### src/rtl/key_event_decoder_if.sv
// Key-channel bundle between the raw push-buttons and the debounced event outputs.
// release_p carries the release pulse because "release" is a reserved word.
interface key_event_decoder_if #(
  parameter int NUM_KEYS = 4
);
  logic [NUM_KEYS-1:0] key_n;
  logic [NUM_KEYS-1:0] pressed;
  logic [NUM_KEYS-1:0] press;
  logic [NUM_KEYS-1:0] release_p;
  logic [NUM_KEYS-1:0] repeat_p;
  logic                any_press;

  modport master (
    output key_n,
    input  pressed, press, release_p, repeat_p, any_press
  );

  modport slave (
    input  key_n,
    output pressed, press, release_p, repeat_p, any_press
  );
endinterface

### src/rtl/key_event_decoder.sv
// Turns bouncy, asynchronous active-low push-buttons into a clean debounced level
// plus one-cycle press / release / auto-repeat pulses, one independent channel per key.
module key_event_decoder #(
  parameter int NUM_KEYS        = 4,
  parameter int DEBOUNCE_CYCLES = 500000,
  parameter int REPEAT_DELAY    = 25000000,
  parameter int REPEAT_PERIOD   = 5000000
) (
  input  logic                 clk,
  input  logic                 reset,
  key_event_decoder_if.slave   kbus
);

  localparam int DB_W     = $clog2(DEBOUNCE_CYCLES);
  localparam int HOLD_MAX = (REPEAT_DELAY > REPEAT_PERIOD) ? REPEAT_DELAY : REPEAT_PERIOD;
  localparam int HOLD_W   = $clog2(HOLD_MAX);

  localparam logic [DB_W-1:0]   DB_LAST    = DB_W'(DEBOUNCE_CYCLES - 1);
  localparam logic [HOLD_W-1:0] DELAY_LAST = HOLD_W'(REPEAT_DELAY - 1);
  localparam logic [HOLD_W-1:0] PERIOD_LAST = HOLD_W'(REPEAT_PERIOD - 1);

  typedef enum logic [1:0] {
    ST_IDLE,
    ST_PRESS_DB,
    ST_HELD,
    ST_RELEASE_DB
  } state_e;

  logic [NUM_KEYS-1:0] pressed_vec;
  logic [NUM_KEYS-1:0] press_vec;
  logic [NUM_KEYS-1:0] release_vec;
  logic [NUM_KEYS-1:0] repeat_vec;
  logic [NUM_KEYS-1:0] press_next_vec;
  logic                any_press_q;

  for (genvar i = 0; i < NUM_KEYS; i++) begin : g_key
    logic              s1_q, s2_q;
    logic              down;
    state_e            state_q, state_d;
    logic [DB_W-1:0]   db_q, db_d;
    logic [HOLD_W-1:0] hold_q, hold_d;
    logic              first_q, first_d;
    logic              pressed_q, pressed_d;
    logic              press_q, press_d;
    logic              release_q, release_d;
    logic              repeat_q, repeat_d;

    // Only the second synchronizer stage is ever looked at; s1 may be metastable.
    assign down = ~s2_q;

    // NOTE: sequential state uses non-blocking assignments so every flop samples
    // the pre-edge value of its neighbours, independent of statement order.
    always_ff @(posedge clk or negedge reset) begin
      if (!reset) begin
        s1_q      <= 1'b1;
        s2_q      <= 1'b1;
        state_q   <= ST_IDLE;
        db_q      <= '0;
        hold_q    <= '0;
        first_q   <= 1'b0;
        pressed_q <= 1'b0;
        press_q   <= 1'b0;
        release_q <= 1'b0;
        repeat_q  <= 1'b0;
      end else begin
        s1_q      <= kbus.key_n[i];
        s2_q      <= s1_q;
        state_q   <= state_d;
        db_q      <= db_d;
        hold_q    <= hold_d;
        first_q   <= first_d;
        pressed_q <= pressed_d;
        press_q   <= press_d;
        release_q <= release_d;
        repeat_q  <= repeat_d;
      end
    end

    // NOTE: every variable gets a default before the case so no path leaves it
    // unassigned, which would otherwise infer a latch.
    always_comb begin
      state_d   = state_q;
      db_d      = db_q;
      hold_d    = hold_q;
      first_d   = first_q;
      pressed_d = pressed_q;
      press_d   = 1'b0;
      release_d = 1'b0;
      repeat_d  = 1'b0;

      unique case (state_q)
        ST_IDLE: begin
          if (down) begin
            state_d = ST_PRESS_DB;
            db_d    = '0;
          end
        end

        ST_PRESS_DB: begin
          if (!down) begin
            state_d = ST_IDLE;
          end else if (db_q == DB_LAST) begin
            state_d   = ST_HELD;
            press_d   = 1'b1;
            pressed_d = 1'b1;
            hold_d    = '0;
            first_d   = 1'b1;
          end else begin
            db_d = db_q + DB_W'(1);
          end
        end

        ST_HELD: begin
          if (!down) begin
            state_d = ST_RELEASE_DB;
            db_d    = '0;
          end else if (first_q && hold_q == DELAY_LAST) begin
            repeat_d = 1'b1;
            hold_d   = '0;
            first_d  = 1'b0;
          end else if (!first_q && hold_q == PERIOD_LAST) begin
            repeat_d = 1'b1;
            hold_d   = '0;
          end else begin
            hold_d = hold_q + HOLD_W'(1);
          end
        end

        ST_RELEASE_DB: begin
          // A re-press during release debounce restarts the repeat timer from scratch.
          if (down) begin
            state_d = ST_HELD;
            hold_d  = '0;
            first_d = 1'b1;
          end else if (db_q == DB_LAST) begin
            state_d   = ST_IDLE;
            release_d = 1'b1;
            pressed_d = 1'b0;
          end else begin
            db_d = db_q + DB_W'(1);
          end
        end

        default: state_d = ST_IDLE;
      endcase
    end

    assign pressed_vec[i]    = pressed_q;
    assign press_vec[i]      = press_q;
    assign release_vec[i]    = release_q;
    assign repeat_vec[i]     = repeat_q;
    assign press_next_vec[i] = press_d;
  end

  // Built from the next-state press terms so it lands on the same edge as press.
  always_ff @(posedge clk or negedge reset) begin
    if (!reset) begin
      any_press_q <= 1'b0;
    end else begin
      any_press_q <= |press_next_vec;
    end
  end

  assign kbus.pressed   = pressed_vec;
  assign kbus.press     = press_vec;
  assign kbus.release_p = release_vec;
  assign kbus.repeat_p  = repeat_vec;
  assign kbus.any_press = any_press_q;

endmodule

### src/flat_wrapper.sv
// flat-port wrapper written by rule: the top's interface ports become plain ports
module key_event_decoder_flat 
#(
  parameter int NUM_KEYS        = 4,
  parameter int DEBOUNCE_CYCLES = 500000,
  parameter int REPEAT_DELAY    = 25000000,
  parameter int REPEAT_PERIOD   = 5000000
)
  (clk, reset, kbus_key_n, kbus_pressed, kbus_press, kbus_release_p, kbus_repeat_p, kbus_any_press);
  key_event_decoder_if #(.NUM_KEYS(NUM_KEYS)) kbus_i ();
  input  logic clk;
  input  logic reset;
  input wire logic [$bits(kbus_i.key_n)-1:0] kbus_key_n;
  output wire logic [$bits(kbus_i.pressed)-1:0] kbus_pressed;
  output wire logic [$bits(kbus_i.press)-1:0] kbus_press;
  output wire logic [$bits(kbus_i.release_p)-1:0] kbus_release_p;
  output wire logic [$bits(kbus_i.repeat_p)-1:0] kbus_repeat_p;
  output wire logic [$bits(kbus_i.any_press)-1:0] kbus_any_press;
  assign kbus_i.key_n = kbus_key_n;
  assign kbus_pressed = kbus_i.pressed;
  assign kbus_press = kbus_i.press;
  assign kbus_release_p = kbus_i.release_p;
  assign kbus_repeat_p = kbus_i.repeat_p;
  assign kbus_any_press = kbus_i.any_press;
  key_event_decoder #(.NUM_KEYS(NUM_KEYS), .DEBOUNCE_CYCLES(DEBOUNCE_CYCLES), .REPEAT_DELAY(REPEAT_DELAY), .REPEAT_PERIOD(REPEAT_PERIOD)) u_core (.clk(clk), .reset(reset), .kbus(kbus_i));
endmodule
### config.mk
export PLATFORM = sky130hd
export DESIGN_NAME = key_event_decoder_flat
export DESIGN_NICKNAME = d
export VERILOG_FILES = /design/src/rtl/key_event_decoder_if.sv /design/src/rtl/key_event_decoder.sv /design/src/flat_wrapper.sv
export SDC_FILE = /design/constraint.sdc
export NUM_CORES = 1
export LEC_CHECK = 0
export ABC_AREA = 1
export CAP_MARGIN = 20
export CORE_MARGIN = 2
export CORE_UTILIZATION = 40
export DETAILED_ROUTE_END_ITERATION = 7
export PLACE_DENSITY = 0.53
export SLEW_MARGIN = 20
export SYNTH_ARGS = -nofsm -noshare
export SYNTH_HDL_FRONTEND = slang
export SYNTH_SLANG_ARGS = --single-unit
### constraint.sdc
create_clock -name clk -period 1.98 [get_ports clk]
set_input_delay 0.198 -clock clk [delete_from_list [all_inputs] [get_ports clk]]
set_output_delay 0.198 -clock clk [all_outputs]
set_load 0.02 [all_outputs]
==> reports/results.txt, run 1 <==
Number of iterations in the first detailed-routing pass: 7. The minimum hold slack was 46.1 ps; the ratio of total power to cell area was 604 nW/um^2. After detailed routing, the total wire length is 37.3 mm. Ranked by total cell area, the synthesized netlist is headed by sky130_fd_sc_hd__dfrtp_1 36%, sky130_fd_sc_hd__nand2_1 18%, sky130_fd_sc_hd__nor2_1 10%. The number of buffers created by CTS was 27; the number of global-route vias before repair was 13000. The largest family of logic cells by synthesized area is simple AND/OR/NAND/NOR gates. Counting cells, the worst reg-to-reg path comes to 10.

The top cell type's share of synthesized area was 36.1%; the slew at the pin closest to its max-slew limit was 587 ps. The run gives 0 as the number of hold violations in the final report. Estimated wirelength of the detail-placed design: 27.5 mm. The number of enable-type register cells in the synthesized netlist is 0. Routability-driven placement finished with a final weighted congestion of 0.921.

The final-report max-slew violation count is 0. Capturing element type of the critical path: a register. Data required time of the worst path: 2420 ps.

The wire length of the first global-routing pass is 65.0 mm, and the final worst setup slack is 139 ps. In this run, synthesis produced a sequential element count of 213. For the number of instances in the synthesized netlist, the log shows 2199. In this run the deepest clock path goes through 3 buffers. Measured on the finished design, the core utilization comes to 46.4%. The library cell used most frequently in the layout, excluding fill and tap cells, is sky130_fd_sc_hd__nand2_1.

TritonCTS built the clock tree. The tools report the number of distinct library cells after synthesis as 39. In this run the core area contains 69 standard-cell rows. After clock tree synthesis, the clock-pin slew on the worst setup and hold paths is 60 ps. The post-layout total power is 9.89 mW, and the final critical path time including I/O delays and setup is 1840 ps.

The first routing iteration left 965 violations. Leaving out filler cells and counting taps, the final layout contains 2762. When the netlist entered floorplanning its net count stood at 2213.

The number of buffers and inverters on the critical path is 3. The detail route stage leaves a number of antenna-violating nets equal to 0. The logs give 560 ps for the insertion delay of the later-clocked pin in the worst-skew pair and 53 for the largest net degree at the start of global routing. The share of the clock period used by the worst path came out at 93.0%.

Initial core utilization: 40.3%. In this run the worst setup path begins at u_core.g_key[1].hold_q[1]. The routed wire length per instance was 13.5 um; the remaining design rule violation count was 0. The floorplan step defined a core boundary enclosing 35300 um^2. The Yosys step of the flow raised 0 warnings. Overall die width: 193 um. The number of input and output port buffers inserted was 22; the leakage power summed over all cells was 7.58 nW.

Summing the areas of all fa, ha and maj instances in the mapped netlist gives 0.704% of the synthesized area. The final standard cell area without fillers is 16400 um^2. The slowest cell on the critical path was sky130_fd_sc_hd__dfrtp_1. Number of placed cells counting well taps: 2708. For this run, asynchronously set or reset flops after synthesis account for 100%. Netlist area before placement: 14200 um^2. The worst setup path is of the register to register kind. In this run the cell area measured after placement is 15400 um^2.

Summing the areas of all and, or, nand and nor instances in the mapped netlist gives 43.4% of the synthesized area. By instance count, the cell type seen most on the critical path is sky130_fd_sc_hd__nand3_1. The run finished with clean final reports. Summed over all layers, the global routing overflow is 0. Based on the critical path, the design can be clocked at up to 543 MHz. During I/O placement, the number of pins put on the boundary was 23. The floorplan step set the die height to 193 um.

The cell taking the most area after synthesis was sky130_fd_sc_hd__dfrtp_1. The clock net in this run drives a total of 213 sinks. 0 antenna diodes ended up in the layout. Relative to the synthesized area, the layout overhead comes to 15.3%.

For the worst max-slew margin expressed relative to the limit, the log shows 60.9%. In this run the worst path has a maximum fanout of 7. Across the VDD grid, the largest voltage drop is 0.576 mV. For this run, the post-layout net count is 2294. In this design, the stage delay of the slowest critical-path cell is 380 ps. Across the routed clock network, the largest skew measured is 15.8 ps. The worst setup path is launched from a register.

The synthesized netlist devotes 4.87% of its cell area to compound gates. The critical path runs through a total of 10 cells. The total of max-cap violations came out at 0. The mean area per synthesized cell is 6.46 um^2.

The detailed router placed 13600 vias in this run. The most used flip-flop cell after synthesis is sky130_fd_sc_hd__dfrtp_1. The worst hold path begins at kbus_key_n[3].

Xor and xnor fraction of the mapped netlist area: 3.51%. Global routing consumed, over all layers together, 21.2% of the routing resources. In the routed layout, each cell is associated on average with a via count of 4.94. The depth of the worst hold-timing path was 1; the initial antenna violation count was 0.

Of the synthesized area, sequential elements account for 37.6%. After routing, the total negative slack on setup checks comes to 0 ps. The reg-to-reg startpoint was u_core.g_key[1].hold_q[1].

Top cell family by delay on the critical path: simple AND/OR/NAND/NOR gates. Measured against the total synthesized area, the mux share comes to 0%. The cell chosen for the clock root was sky130_fd_sc_hd__clkbuf_16.

Before CTS, the worst setup slack after placement is -410 ps. The fraction of layout instances using a drive strength above 1 is 8.82%. STA puts the critical path data arrival time at 2280 ps. Setup violations remaining at the end of the flow were counted as 0.

The number of H-tree levels was 1. The critical path goes through ha_2 > nand3_1 > inv_2 > nand2_1 > inv_1 > nand3_1 > nand3_1 > nand2_2 > inv_4 > nor2_1. The worst hold path belongs to the class input port to register. For the die outline area, the log shows 37100 um^2. The top cell types in the final layout, fill and taps aside, are 671 x sky130_fd_sc_hd__nand2_1, 391 x sky130_fd_sc_hd__nor2_1, 266 x sky130_fd_sc_hd__inv_1.
-- final cells by class --
type / instances / area [um^2]
Fill cell: 3669 / 18900
Clock inverter: 9 / 101
Inverter: 274 / 1040
Sequential cell: 213 / 5340
Multi-Input combinational cell: 1649 / 7530
Clock buffer: 41 / 818
Tap cell: 461 / 577
Timing Repair Buffer: 115 / 983
-- sequential cells by signal (all words and copies together), names as in the netlist, 4 cells and up, named ones only --
register,count
u_core.g_key.hold_q,100
u_core.g_key.s1_q,4
u_core.g_key.repeat_q,4
u_core.g_key.db_q,76
u_core.g_key.first_q,4
u_core.g_key.state_q,4
u_core.g_key.press_q,4
u_core.g_key.pressed_q,4
u_core.g_key.s2_q,4
u_core.g_key.release_q,4
-- path summary, 6_finish.rpt --
check	to	slack [ps]
setup / recovery	u_core.g_key[1].hold_q[21]	140
min in group asynchronous	u_core.g_key[3].hold_q[19]	150
max in group asynchronous	u_core.g_key[1].s1_q	1150
setup reg to reg	u_core.g_key[1].hold_q[21]	140
hold / removal	u_core.g_key[3].s1_q	50
hold reg to reg	u_core.g_key[3].s2_q	360
-- layer usage --
metal  track usage [%]  up-vias  wire, um
met5                 0        -         0
met4              4.96        0       596
met3              2.69       49      1410
met2              34.4      237     16800
met1              30.1     6258     18500
li1                  -     7096         -
-- synthesized netlist by cell type (8+ instances only) --
| cell type | instances |
|---|---|
| sky130_fd_sc_hd__clkbuf_1 | 15 |
| sky130_fd_sc_hd__buf_2 | 22 |
| sky130_fd_sc_hd__nand3_2 | 8 |
| sky130_fd_sc_hd__dfrtp_1 | 205 |
| sky130_fd_sc_hd__dfstp_2 | 8 |
| sky130_fd_sc_hd__o21ai_0 | 100 |
| sky130_fd_sc_hd__o21ai_1 | 12 |
| sky130_fd_sc_hd__xor2_1 | 49 |
| sky130_fd_sc_hd__nor3_1 | 43 |
| sky130_fd_sc_hd__ha_1 | 8 |
| sky130_fd_sc_hd__buf_4 | 20 |
| sky130_fd_sc_hd__xnor2_1 | 8 |
| sky130_fd_sc_hd__nor2_1 | 394 |
| sky130_fd_sc_hd__nand2_1 | 677 |
| sky130_fd_sc_hd__inv_1 | 268 |
| sky130_fd_sc_hd__nand4_1 | 75 |
| sky130_fd_sc_hd__nand3b_1 | 8 |
| sky130_fd_sc_hd__nand3_1 | 214 |
-- report_power, final --
group / switching (mW) / internal (mW) / leakage (nW)
registers: 0.0389 / 4.40 / 2.92
clock network: 1.99 / 3.09 / 0.456
logic: 0.256 / 0.110 / 4.20
-- what timing repair did --
| item | CTS | global route |
|---|---|---|
| endpoints found under the setup margin | 19 | 80 |
| resized for setup | 3 | 24 |
| hold endpoints to repair | 187 | 0 |
| hold buffers | 1 | 0 |
| setup buffers | 0 | 2 |
| pin swaps | 1 | 0 |
| cloned | 1 | 0 |
-- cells by family after synthesis --
logic type,count (synthesis)
xor+xnor,57
buf+inv,338
flops,213
simple gates,1452
compound gates,131
fa+ha+maj,8
No activity file was read; power rests on OpenSTA's default activity.
==> inputs of run 2 (changes only) <==
- ABC_AREA: 1 -> default
==> reports/results.txt, run 2 <==
The remaining design rule violation count was 0 (unchanged); the ratio of routed vias to standard cells was 5.68 (was 4.94). The number of placed cells counting well taps is 1920 (was 2708). Most area-consuming cells after synthesis: sky130_fd_sc_hd__dfrtp_1 43%, sky130_fd_sc_hd__nand2_1 3.7%, sky130_fd_sc_hd__a21oi_1 3.5% (was sky130_fd_sc_hd__dfrtp_1 36%, sky130_fd_sc_hd__nand2_1 18%, sky130_fd_sc_hd__nor2_1 10%). The tools report the capturing element type of the critical path as a register (unchanged). Number of cells on the worst reg-to-reg path: 7 (was 10). The slew at the pin closest to its max-slew limit was 719 ps (was 587 ps); the total of max-cap violations was 0 (unchanged). The insertion delay of the later-clocked pin in the worst-skew pair is 540 ps (was 560 ps). The tools report the footprint of the flip-flops and latches as 5340 um^2 (about the same).

The initial core utilization is 40.4% (was 40.3%). The tools report the count of filler cells inserted in the layout as 2642 (was 3669). The number of distinct library cells after synthesis is 77 (was 39), and the number of enable-type register cells in the synthesized netlist is 0 (unchanged). The flip-flop and latch count after synthesis was 213 (unchanged); the final worst setup slack was -245 ps (was 139 ps).

The logs give 54.3 mm (was 65.0 mm) for the wire length of the first global-routing pass and 6.91 nW (was 7.58 nW) for the leakage power summed over all cells. The flip-flop count of the largest register after layout is 100 (unchanged). Die outline area: 31200 um^2 (was 37100 um^2). The end of the worst register-to-register path is u_core.g_key[0].hold_q[12] (was u_core.g_key[1].hold_q[21]). Most frequent cells after synthesis: 205 x sky130_fd_sc_hd__dfrtp_1, 117 x sky130_fd_sc_hd__nand2_1, 88 x sky130_fd_sc_hd__nor2_1 (was 677 x sky130_fd_sc_hd__nand2_1, 394 x sky130_fd_sc_hd__nor2_1, 268 x sky130_fd_sc_hd__inv_1).

The routed wire length per instance is 16.7 um (was 13.5 um). The number of instances in the synthesized netlist came out at 1332 (was 2199). Cell chosen for the clock root: sky130_fd_sc_hd__clkbuf_16 (unchanged). The tools report the beginning of the worst hold path as kbus_key_n[1] (was kbus_key_n[3]). The top cell type's share of synthesized area came out at 43.1% (was 36.1%). The share of the clock period used by the worst path is 112% (was 93.0%).

The sequential area share after synthesis came out at 44.9% (was 37.6%). The logs give 7020 um^2 (was 7530 um^2) for the footprint of the multi-input gates and 5 (was 7) for the number of iterations in the first detailed-routing pass. The logs give 1 (unchanged) for the number of H-tree levels and 449 MHz (was 543 MHz) for the top achievable clock speed.

The maximum clock skew at final layout is 8.69 ps (was 15.8 ps). The total grt overflow is 0 (unchanged). The maximum fanout count along the critical path is 5 (was 7), and the netlist area before placement is 11900 um^2 (was 14200 um^2).

The register clock-pin slew on the reported worst setup and hold paths was 60 ps (about the same); the number of hold violations in the final report was 0 (unchanged). The standard cell core area is 29500 um^2 (was 35300 um^2), and the number of input and output port buffers inserted is 22 (unchanged). Type of the setup path with the least slack: register to register (unchanged).

The total number of clock tree sinks is 213 (unchanged). Kind of start point of the critical path: a register (unchanged). The end of the worst hold path was u_core.g_key[1].s1_q (was u_core.g_key[3].s1_q). The final critical path time including I/O delays and setup was 2230 ps (was 1840 ps); the final number of setup-violating endpoints was 94 (was 0). The fraction of layout instances using a drive strength above 1 was 32.0% (was 8.82%).

Reg-to-reg startpoint: u_core.g_key[0].db_q[14] (was u_core.g_key[1].hold_q[1]). The run gives 2012 (was 2762) as the non-filler instance count after layout. Path type of the worst min-delay path: input port to register (unchanged). The final-report max-slew violation count is 0 (unchanged), and the share of async-settable or async-resettable flops after synthesis is 100% (unchanged).

The net count of the finished layout is 1614 (was 2294). Leading registers by flop count: u_core.g_key.hold_q: 100 flops, u_core.g_key.db_q: 76 flops (unchanged). Setup repair after global routing could not meet its margin everywhere. Most used flip-flop cell after synthesis: sky130_fd_sc_hd__dfrtp_1 (unchanged). The ratio of total power to cell area works out to 580 nW/um^2 (was 604 nW/um^2). The total negative setup slack was -12480 ps (was 0 ps).

The most common cell in the synthesized netlist is sky130_fd_sc_hd__dfrtp_1 (was sky130_fd_sc_hd__nand2_1). The growth of design area from synthesis to finish works out to 40.8% (was 15.3%). The chip height works out to 177 um (was 193 um). The logs give 0.570 mV (was 0.576 mV) for the worst voltage drop across the vdd grid and 52.0% (was 60.9%) for the worst max-slew margin expressed relative to the limit. The final RePlAce weighted congestion came out at 0.841 (was 0.921). The run gives 63 (was 53) as the largest net degree at the start of global routing.

TritonCTS built the clock tree. Highest-count cells in the layout ignoring fill and taps: 230 x sky130_fd_sc_hd__buf_4, 205 x sky130_fd_sc_hd__dfrtp_1, 111 x sky130_fd_sc_hd__nand2_1 (was 671 x sky130_fd_sc_hd__nand2_1, 391 x sky130_fd_sc_hd__nor2_1, 266 x sky130_fd_sc_hd__inv_1). The estimated wirelength of the detail-placed design is 22.0 mm (was 27.5 mm), and the number of DRC markers in iteration 0 is 795 (was 965).

The logs give 20.8% (was 21.2%) for the combined global-route utilization of all metal layers and 11400 (was 13600) for the count of vias placed by the detailed router. The logs give 27 (unchanged) for the number of buffers created by CTS and 0 (unchanged) for the initial antenna violation count. Cell taking the most area after synthesis: sky130_fd_sc_hd__dfrtp_1 (unchanged).

The minimum hold slack came out at 67.5 ps (was 46.1 ps). Register ranked first by flip-flop count: u_core.g_key.hold_q (unchanged). Mean area per synthesized cell: 8.94 um^2 (was 6.46 um^2).

The overall die width is 177 um (was 193 um). The logs give 0 (unchanged) for the post-detailed-route count of antenna-violating nets and 11000 (was 13000) for the number of global-route vias before repair. The depth of the worst hold-timing path was 1 (unchanged); the deepest clock path buffer count was 3 (unchanged).

The leading cell type in the layout, fill and taps excluded was sky130_fd_sc_hd__buf_4 (was sky130_fd_sc_hd__nand2_1). For the data required time of the worst path, the log shows 2450 ps (was 2420 ps). The boundary pin count was 23 (unchanged); the overall routed net length was 33.6 mm (was 37.3 mm). The run gives 63 (was 69) as the count of standard-cell rows.

Synthesized netlist net count: 1346 (was 2213). The run finished, with violations left. The run gives -250 ps (was 140 ps) as the slack of the worst reg-to-reg path. The number of warning messages in the yosys log is 0 (unchanged). The data arrival time at the worst-slack endpoint was 2690 ps (was 2280 ps). The final reports fail on negative setup slack.
run 2: worst max path at each step:
stage | from | to | slack, ps | cells past startpoint
finish | u_core.g_key[0].db_q[14] | u_core.g_key[0].hold_q[12] | -250 | 7
global route | u_core.g_key[0].db_q[14] | u_core.g_key[0].hold_q[12] | -310 | 7
CTS | u_core.g_key[3].hold_q[10] | u_core.g_key[3].hold_q[12] | -200 | 7
detailed placement | u_core.g_key[0].db_q[5] | u_core.g_key[0].hold_q[21] | -250 | 7
global placement | u_core.g_key[3].hold_q[10] | u_core.g_key[3].hold_q[22] | -200 | 7
floorplan | u_core.g_key[1].db_q[11] | u_core.g_key[1].hold_q[3] | -140 | 6
run 2: timing repair:
action                                  CTS  global route
endpoints found under the setup margin  114           142
hold buffers                              1             0
endpoints found under the hold margin    57             0
buffers inserted                         17            15
gates cloned                              1            10
gates resized for setup                  66           158
pin swaps                                56            79
run 2: per-layer routing:
metal	vias up	wire, um	track usage [%]
li1	5560	-	-
met1	5630	16000	29.3
met2	196	15900	34.1
met3	40	1090	2.80
met4	0	595	4.82
met5	-	0	0
run 2: logic make-up after synthesis:
kind of cell    share of synthesized area [%]
fa+ha+maj                               0.841
mux                                     0.694
compound gates                           19.1
flops                                    44.9
xor+xnor                                 2.13
simple gates                             27.8
buf+inv                                  4.54
run 2: worst max-delay path, cell delays in order, from the launching register on:
cell and delay (ps):
sky130_fd_sc_hd__dfrtp_1 400, sky130_fd_sc_hd__nor4b_2 350, sky130_fd_sc_hd__buf_4 180, sky130_fd_sc_hd__nand3_4 80, sky130_fd_sc_hd__o31a_4 360, sky130_fd_sc_hd__buf_12 160
sky130_fd_sc_hd__or4b_4 480, sky130_fd_sc_hd__a21oi_2 140
run 2: final cells by class:
| cell class | count | area share (%) |
|---|---|---|
| Antenna cell | 1 | 0.0149 |
| Clock buffer | 41 | 4.64 |
| Clock inverter | 9 | 0.440 |
| Inverter | 48 | 1.10 |
| Multi-Input combinational cell | 996 | 41.9 |
| Sequential cell | 213 | 31.9 |
| Tap cell | 390 | 2.91 |
| Timing Repair Buffer | 314 | 17.2 |
run 2: power by group:
group	internal [mW]	leakage (nW)	switching (mW)
clock network	2.83	0.425	1.91
logic	0.217	3.55	0.291
registers	4.42	2.93	0.0525
total	7.47	6.91	2.25
run 2: per-stage QoR:
| step | setup slack (ps) | util (%) | power, mW | cell area, um^2 |
|---|---|---|---|---|
| after detailed placement | -254 | 48.8 | 5.00 | 14400 |
| after floorplan | -137 | - | 4.72 | 12100 |
| after global placement | -203 | 48.8 | 5.00 | 14400 |
| after global routing | -309 | 56.9 | 10.1 | 16800 |
| final | -245 | 56.9 | 9.72 | 16800 |
| after CTS | -200 | 53.3 | 9.82 | 15700 |
==> inputs of run 3 (changes only) <==
- SLEW_MARGIN: 20 -> default
==> reports/results.txt, run 3 (synthesis results as in run 2) <==
The maximum fanout count along the critical path works out to 5 (unchanged). The ratio of total power to cell area is 580 nW/um^2 (about the same). Setup repair after global routing could not meet its margin everywhere. Kind of start point of the critical path: a register (unchanged).

The maximum clock skew at final layout is 9.25 ps (was 8.69 ps). Remaining design rule violation count: 0 (unchanged). The boundary pin count came out at 23 (unchanged). Series of cell instances along the critical path: nor4b_2 > buf_4 > nand3_4 > o31a_4 > buf_12 > or4b_4 > a21oi_2 (unchanged).

The initial antenna violation count is 0 (unchanged). The tools report the final RePlAce weighted congestion as 0.841 (unchanged). TritonCTS built the clock tree.

Share of the clock period used by the worst path: 112% (about the same). Number of placed cells counting well taps: 1920 (unchanged). The flip-flop count of the largest register after layout works out to 100 (unchanged). The run gives 2013 (was 2012) as the non-filler instance count after layout. Failing checks: negative setup slack (unchanged).

The run gives 540 ps (about the same) as the insertion delay of the later-clocked pin in the worst-skew pair. Path type of the worst min-delay path: input port to register (unchanged). The tools report the final number of setup-violating endpoints as 94 (unchanged). The capturing element type of the critical path is a register (unchanged). The register ranked first by flip-flop count is u_core.g_key.hold_q (unchanged). The initial core utilization is 40.4% (unchanged), and the overall die width is 177 um (unchanged). Top cell family by delay on the critical path: simple AND/OR/NAND/NOR gates (unchanged). The growth of design area from synthesis to finish is 40.8% (about the same). For the wire length of the first global-routing pass, the log shows 54.3 mm (unchanged). Leakage power summed over all cells: 6.91 nW (about the same). The number of input and output port buffers inserted works out to 22 (unchanged). Leading cell type in the layout, fill and taps excluded: sky130_fd_sc_hd__buf_4 (unchanged).

The tools report the combined global-route utilization of all metal layers as 20.8% (unchanged). The data required time of the worst path is 2450 ps (about the same). The final worst setup slack is -246 ps (was -245 ps). The worst path buffer plus inverter count is 2 (unchanged), and the total grt overflow is 0 (unchanged). The fraction of layout instances using a drive strength above 1 is 31.9% (was 32.0%), and the number of hold violations in the final report is 0 (unchanged).

The routed wire length per instance came out at 16.7 um (about the same). Highest-count cells in the layout ignoring fill and taps: 231 x sky130_fd_sc_hd__buf_4, 205 x sky130_fd_sc_hd__dfrtp_1, 111 x sky130_fd_sc_hd__nand2_1 (was 230 x sky130_fd_sc_hd__buf_4, 205 x sky130_fd_sc_hd__dfrtp_1, 111 x sky130_fd_sc_hd__nand2_1). The run gives 11400 (about the same) as the count of vias placed by the detailed router. The logs give 0 (unchanged) for the post-detailed-route count of antenna-violating nets and 2690 ps (about the same) for the data arrival time at the worst-slack endpoint.

The longest individual stage delay on the worst path is 480 ps (about the same), and the number of H-tree levels is 1 (unchanged). Count of standard-cell rows: 63 (unchanged). The run gives 743 (was 795) as the number of DRC markers in iteration 0. The type of the setup path with the least slack was register to register (unchanged). Number of global-route vias before repair: 11000 (unchanged).

Leading registers by flop count: u_core.g_key.hold_q: 100 flops, u_core.g_key.db_q: 76 flops (unchanged). The slowest cell on the critical path is sky130_fd_sc_hd__or4b_4 (unchanged). The standard cell core area came out at 29500 um^2 (unchanged).

The net count of the finished layout was 1615 (was 1614); the estimated wirelength of the detail-placed design was 22.0 mm (unchanged). The register clock-pin slew on the reported worst setup and hold paths works out to 60 ps (about the same). The run finished, with violations left. The largest net degree at the start of global routing is 63 (unchanged).

The final-report max-slew violation count is 0 (unchanged), and the number of buffers created by CTS is 27 (unchanged). For the top achievable clock speed, the log shows 449 MHz (about the same). The post-layout total power is 9.72 mW (about the same).

The run gives 213 (unchanged) as the total number of clock tree sinks. The chip height is 177 um (unchanged), and the total of max-cap violations is 0 (unchanged). The run gives -254 ps (unchanged) as the post-place setup slack. The worst voltage drop across the vdd grid came out at 0.568 mV (was 0.570 mV). The final critical path time including I/O delays and setup is 2230 ps (about the same), and the slew at the pin closest to its max-slew limit is 667 ps (was 719 ps).

The worst max-slew margin expressed relative to the limit is 55.5% (was 52.0%). Deepest clock path buffer count: 3 (unchanged). The cell chosen for the clock root was sky130_fd_sc_hd__clkbuf_16 (unchanged). The logs give 14400 um^2 (unchanged) for the area after detailed placement and 33.6 mm (about the same) for the overall routed net length. The die outline area was 31200 um^2 (unchanged); the ratio of routed vias to standard cells was 5.68 (about the same).

The number of iterations in the first detailed-routing pass came out at 5 (unchanged). The final standard cell area without fillers was 16800 um^2 (about the same).
==> run 3: cell count changes in the layout (fill, tap and decap cells not counted) <==
cell,change
sky130_fd_sc_hd__nor2_2,-1
sky130_fd_sc_hd__buf_4,+1
sky130_fd_sc_hd__nor2_1,+1
==> run 3: final cells by class <==
type / instances / area (um^2)
Fill cell: 2640 / 12700
Multi-Input combinational cell: 996 / 7010
Sequential cell: 213 / 5340
Timing Repair Buffer: 315 / 2890
Clock buffer: 41 / 778
Tap cell: 390 / 488
Inverter: 48 / 185
Clock inverter: 9 / 73.8
Antenna cell: 1 / 2.50
==> run 3: final timing paths <==
path | start | end | slack, ps | cells past startpoint
setup / recovery | u_core.g_key[0].db_q[14] | u_core.g_key[0].hold_q[12] | -250 | 7
hold / removal | kbus_key_n[1] | u_core.g_key[1].s1_q | 70 | 1
setup reg to reg | u_core.g_key[0].db_q[14] | u_core.g_key[0].hold_q[12] | -250 | 7
hold reg to reg | u_core.g_key[0].s1_q | u_core.g_key[0].s2_q | 350 | 0
max in group asynchronous | reset | u_core.g_key[2].s2_q | 1090 | 3
min in group asynchronous | reset | u_core.g_key[1].db_q[17] | 210 | 2
==> run 3: worst register-to-register path, stage by stage, from the launching register on <==
cell and delay (ps):
sky130_fd_sc_hd__dfrtp_1 400, sky130_fd_sc_hd__nor4b_2 350, sky130_fd_sc_hd__buf_4 180, sky130_fd_sc_hd__nand3_4 80
sky130_fd_sc_hd__o31a_4 360, sky130_fd_sc_hd__buf_12 160, sky130_fd_sc_hd__or4b_4 480, sky130_fd_sc_hd__a21oi_2 140
==> run 3: through the flow <==
step                setup TNS (ps)  hold slack (ps)  util (%)
finish                      -12400             68.6      56.9
global route                -19890             63.0      56.9
CTS                          -9460             51.8      53.3
detailed placement          -13090              191      48.8
global placement            -11540              190      48.8
floorplan                    -4500            -97.6         -
==> run 3: power by group <==
group	switching [mW]	internal, mW
combinational	0.290	0.218
clock	1.91	2.83
sequential	0.0522	4.42
==> run 3: metal layers <==
layer | global-route usage [%] | share of wire [%] | up-vias
li1 | - | - | 5567
met1 | 29.3 | 47 | 5622
met2 | 34.1 | 48 | 208
met3 | 2.80 | 3.2 | 38
met4 | 4.82 | 1.7 | 0
met5 | 0 | 0 | -
==> run 3: repair_timing <==
action	CTS	global route
pin swaps	56	77
endpoints found under the hold margin	57	0
buffers inserted	17	15
endpoints found under the setup margin	114	142
gates resized for setup	66	158
cloned	1	10
hold buffers	1	0
==> patch (flow settings as in run 2) <==
`NUM_KEYS` is set to 4 in 3 places; all go to 8.
--- a/src/rtl/key_event_decoder_if.sv
+++ b/src/rtl/key_event_decoder_if.sv
@@ -1,7 +1,7 @@
 // Key-channel bundle between the raw push-buttons and the debounced event outputs.
 // release_p carries the release pulse because "release" is a reserved word.
 interface key_event_decoder_if #(
-  parameter int NUM_KEYS = 4
+  parameter int NUM_KEYS = 8
 );
   logic [NUM_KEYS-1:0] key_n;
   logic [NUM_KEYS-1:0] pressed;
--- a/src/rtl/key_event_decoder.sv
+++ b/src/rtl/key_event_decoder.sv
@@ -1,7 +1,7 @@
 // Turns bouncy, asynchronous active-low push-buttons into a clean debounced level
 // plus one-cycle press / release / auto-repeat pulses, one independent channel per key.
 module key_event_decoder #(
-  parameter int NUM_KEYS        = 4,
+  parameter int NUM_KEYS        = 8,
   parameter int DEBOUNCE_CYCLES = 500000,
   parameter int REPEAT_DELAY    = 25000000,
   parameter int REPEAT_PERIOD   = 5000000
--- a/src/flat_wrapper.sv
+++ b/src/flat_wrapper.sv
@@ -1,7 +1,7 @@
 // flat-port wrapper written by rule: the top's interface ports become plain ports
 module key_event_decoder_flat 
 #(
-  parameter int NUM_KEYS        = 4,
+  parameter int NUM_KEYS        = 8,
   parameter int DEBOUNCE_CYCLES = 500000,
   parameter int REPEAT_DELAY    = 25000000,
   parameter int REPEAT_PERIOD   = 5000000
Interface: changed (5 resized); port bits go from 23 to 43. No check against the original RTL was run, so the function may have changed too.
==> patch against run 2 <==
  * The run still ends with setup timing left
  * Cell area grew 100%
  * Global-route usage is 0.58 points higher
  * First-iteration DRC count grew 39%
  * Power up 98%
  * Die area rose by 89%
  * Routed wire length is 92% higher
  * Setup slack got worse by 0.32 ns
  * Clock power is 100% higher
  * Sequential power rose by 98%
  * Sequential cell count grew 212
  * Synthesized area increased by 92%
==> patch: results (changes against run 2) <==
TritonCTS Buffers -> 50 (was 27)
Capture point of the worst reg-to-reg path -> u_core.g_key[4].hold_q[20] (was u_core.g_key[0].hold_q[12])
Outcome -> complete, but fails checks (unchanged)
H-tree depth -> 2 (was 1)
Hold slack -> 0.0363 ns (was 0.0675 ns)
Mean routed wirelength per cell -> 16.4 um (was 16.7 um)
Signal inverters -> 65 (was 48)
Reg clk slew, reported paths -> 0.06 ns (about the same)
Layout cells sized above 1 -> 36.2% (was 32.0%)
Post-Synth XOR/XNOR Area -> 5.37% (was 2.13%)
Mux contribution to synthesized area -> 0.855% (was 0.694%)
Skew final -> 0.0162 ns (was 0.00869 ns)
Setup TNS -> -62.21 ns (was -12.48 ns)
Biggest regs -> u_core.g_key.hold_q (200), u_core.g_key.db_q (152) (was u_core.g_key.hold_q (100), u_core.g_key.db_q (76))
Filler instances -> 4818 (was 2642)
Total internal power -> 14.9 mW (was 7.47 mW)
Power Combinational -> 0.880 mW (was 0.508 mW)
Failing checks -> setup timing (unchanged)
Post-synth cell types -> 83 (was 77)
Least-Margin Pin Slew -> 0.995 ns (was 0.719 ns)
Sequential cell area share -> 31.7% (was 31.9%)
Die footprint -> 59000 um2 (was 31200 um2)
Non-clk bufs -> 699 (was 314)
Hold EP -> u_core.g_key[3].s1_q (was u_core.g_key[1].s1_q)
Clk_buf instances -> 76 (was 41)
ClkCell Share -> 4.97% (was 5.08%)
Final Routed Wirelength -> 64.5 mm (was 33.6 mm)
Highest-delay cell along the critical path -> or4_4 (was or4b_4)
Routed vias/inst -> 5.47 (was 5.68)
NonClk Buf Share -> 18.3% (was 17.2%)
Pre-CTS setup slack -> -0.620 ns (was -0.254 ns)
Crit path largest cell delay -> 0.58 ns (was 0.48 ns)
Post-DP HPWL -> 42.9 mm (was 22.0 mm)
Post-Synth Adder-Cell Area -> 0.877% (was 0.841%)
Flops & latches, synth -> 425 (was 213)
Peak supply drop -> 714 uV (was 570 uV)
Leak Pwr -> 14.8 nW (was 6.91 nW)
Mapped Avg Cell Area -> 9.08 um2 (was 8.94 um2)
Diodes inserted -> 0 (was 1)
# nets final -> 3168 (was 1614)
IO buf count -> 42 (was 22)
Largest net degree at the start of global routing -> 83 (was 63)
Compound-gate portion of the synthesized area -> 14.7% (was 19.1%)
Number of global-route vias before repair -> 21800 (was 11000)
Setup ws final -> -0.564 ns (was -0.245 ns)
Mapped Nets -> 2542 (was 1346)
Multi-input gate count -> 1901 (was 996)
Dominant cells by area after synthesis -> dfrtp_1, nor2_1, nand2_1 (was dfrtp_1, nand2_1, a21oi_1)
First-pass GRT wire length -> 107 mm (was 54.3 mm)
Tot Pwr -> 19.2 mW (was 9.72 mW)
Placed insts -> 3743 (was 1920)
Critical Path AT -> 3.01 ns (was 2.69 ns)
Post-synthesis sequential area ratio -> 46.7% (was 44.9%)
Final setup vio count -> 252 (was 94)
Clk_lat worst skew -> 0.60 ns (was 0.54 ns)
Hold wc startpoint -> kbus_key_n[3] (was kbus_key_n[1])
DP Area -> 28700 um2 (was 14400 um2)
patch: cell count changes after synthesis, moves of 39 or more:
| cell | delta |
|---|---|
| dfrtp_1 | +204 |
| nand4_1 | +58 |
| o21ai_0 | +94 |
| and3_1 | +39 |
| xor2_1 | +86 |
| nor3_1 | +41 |
| nor2_1 | +169 |
| nand3_1 | +68 |
| nand2_1 | +139 |
| clkbuf_1 | +43 |
patch: repair_timing:
action | in CTS | in global routing
buffers inserted | 51 | 46
gates resized for setup | 252 | 311
endpoints found under the hold margin | 338 | 0
gates cloned | 20 | 1
setup endpoints to repair | 291 | 337
pin swaps | 147 | 209
hold buffers | 8 | 0
patch: routing by layer:
layer	routed length, um	track usage, %	vias to the layer above	share of wire, %
met3	2140	3.25	122	3.3
met5	0	0	-	0
met1	29400	28.2	10600	46
met4	1670	7.00	0	2.6
li1	-	-	10500	-
met2	31300	36.0	332	49
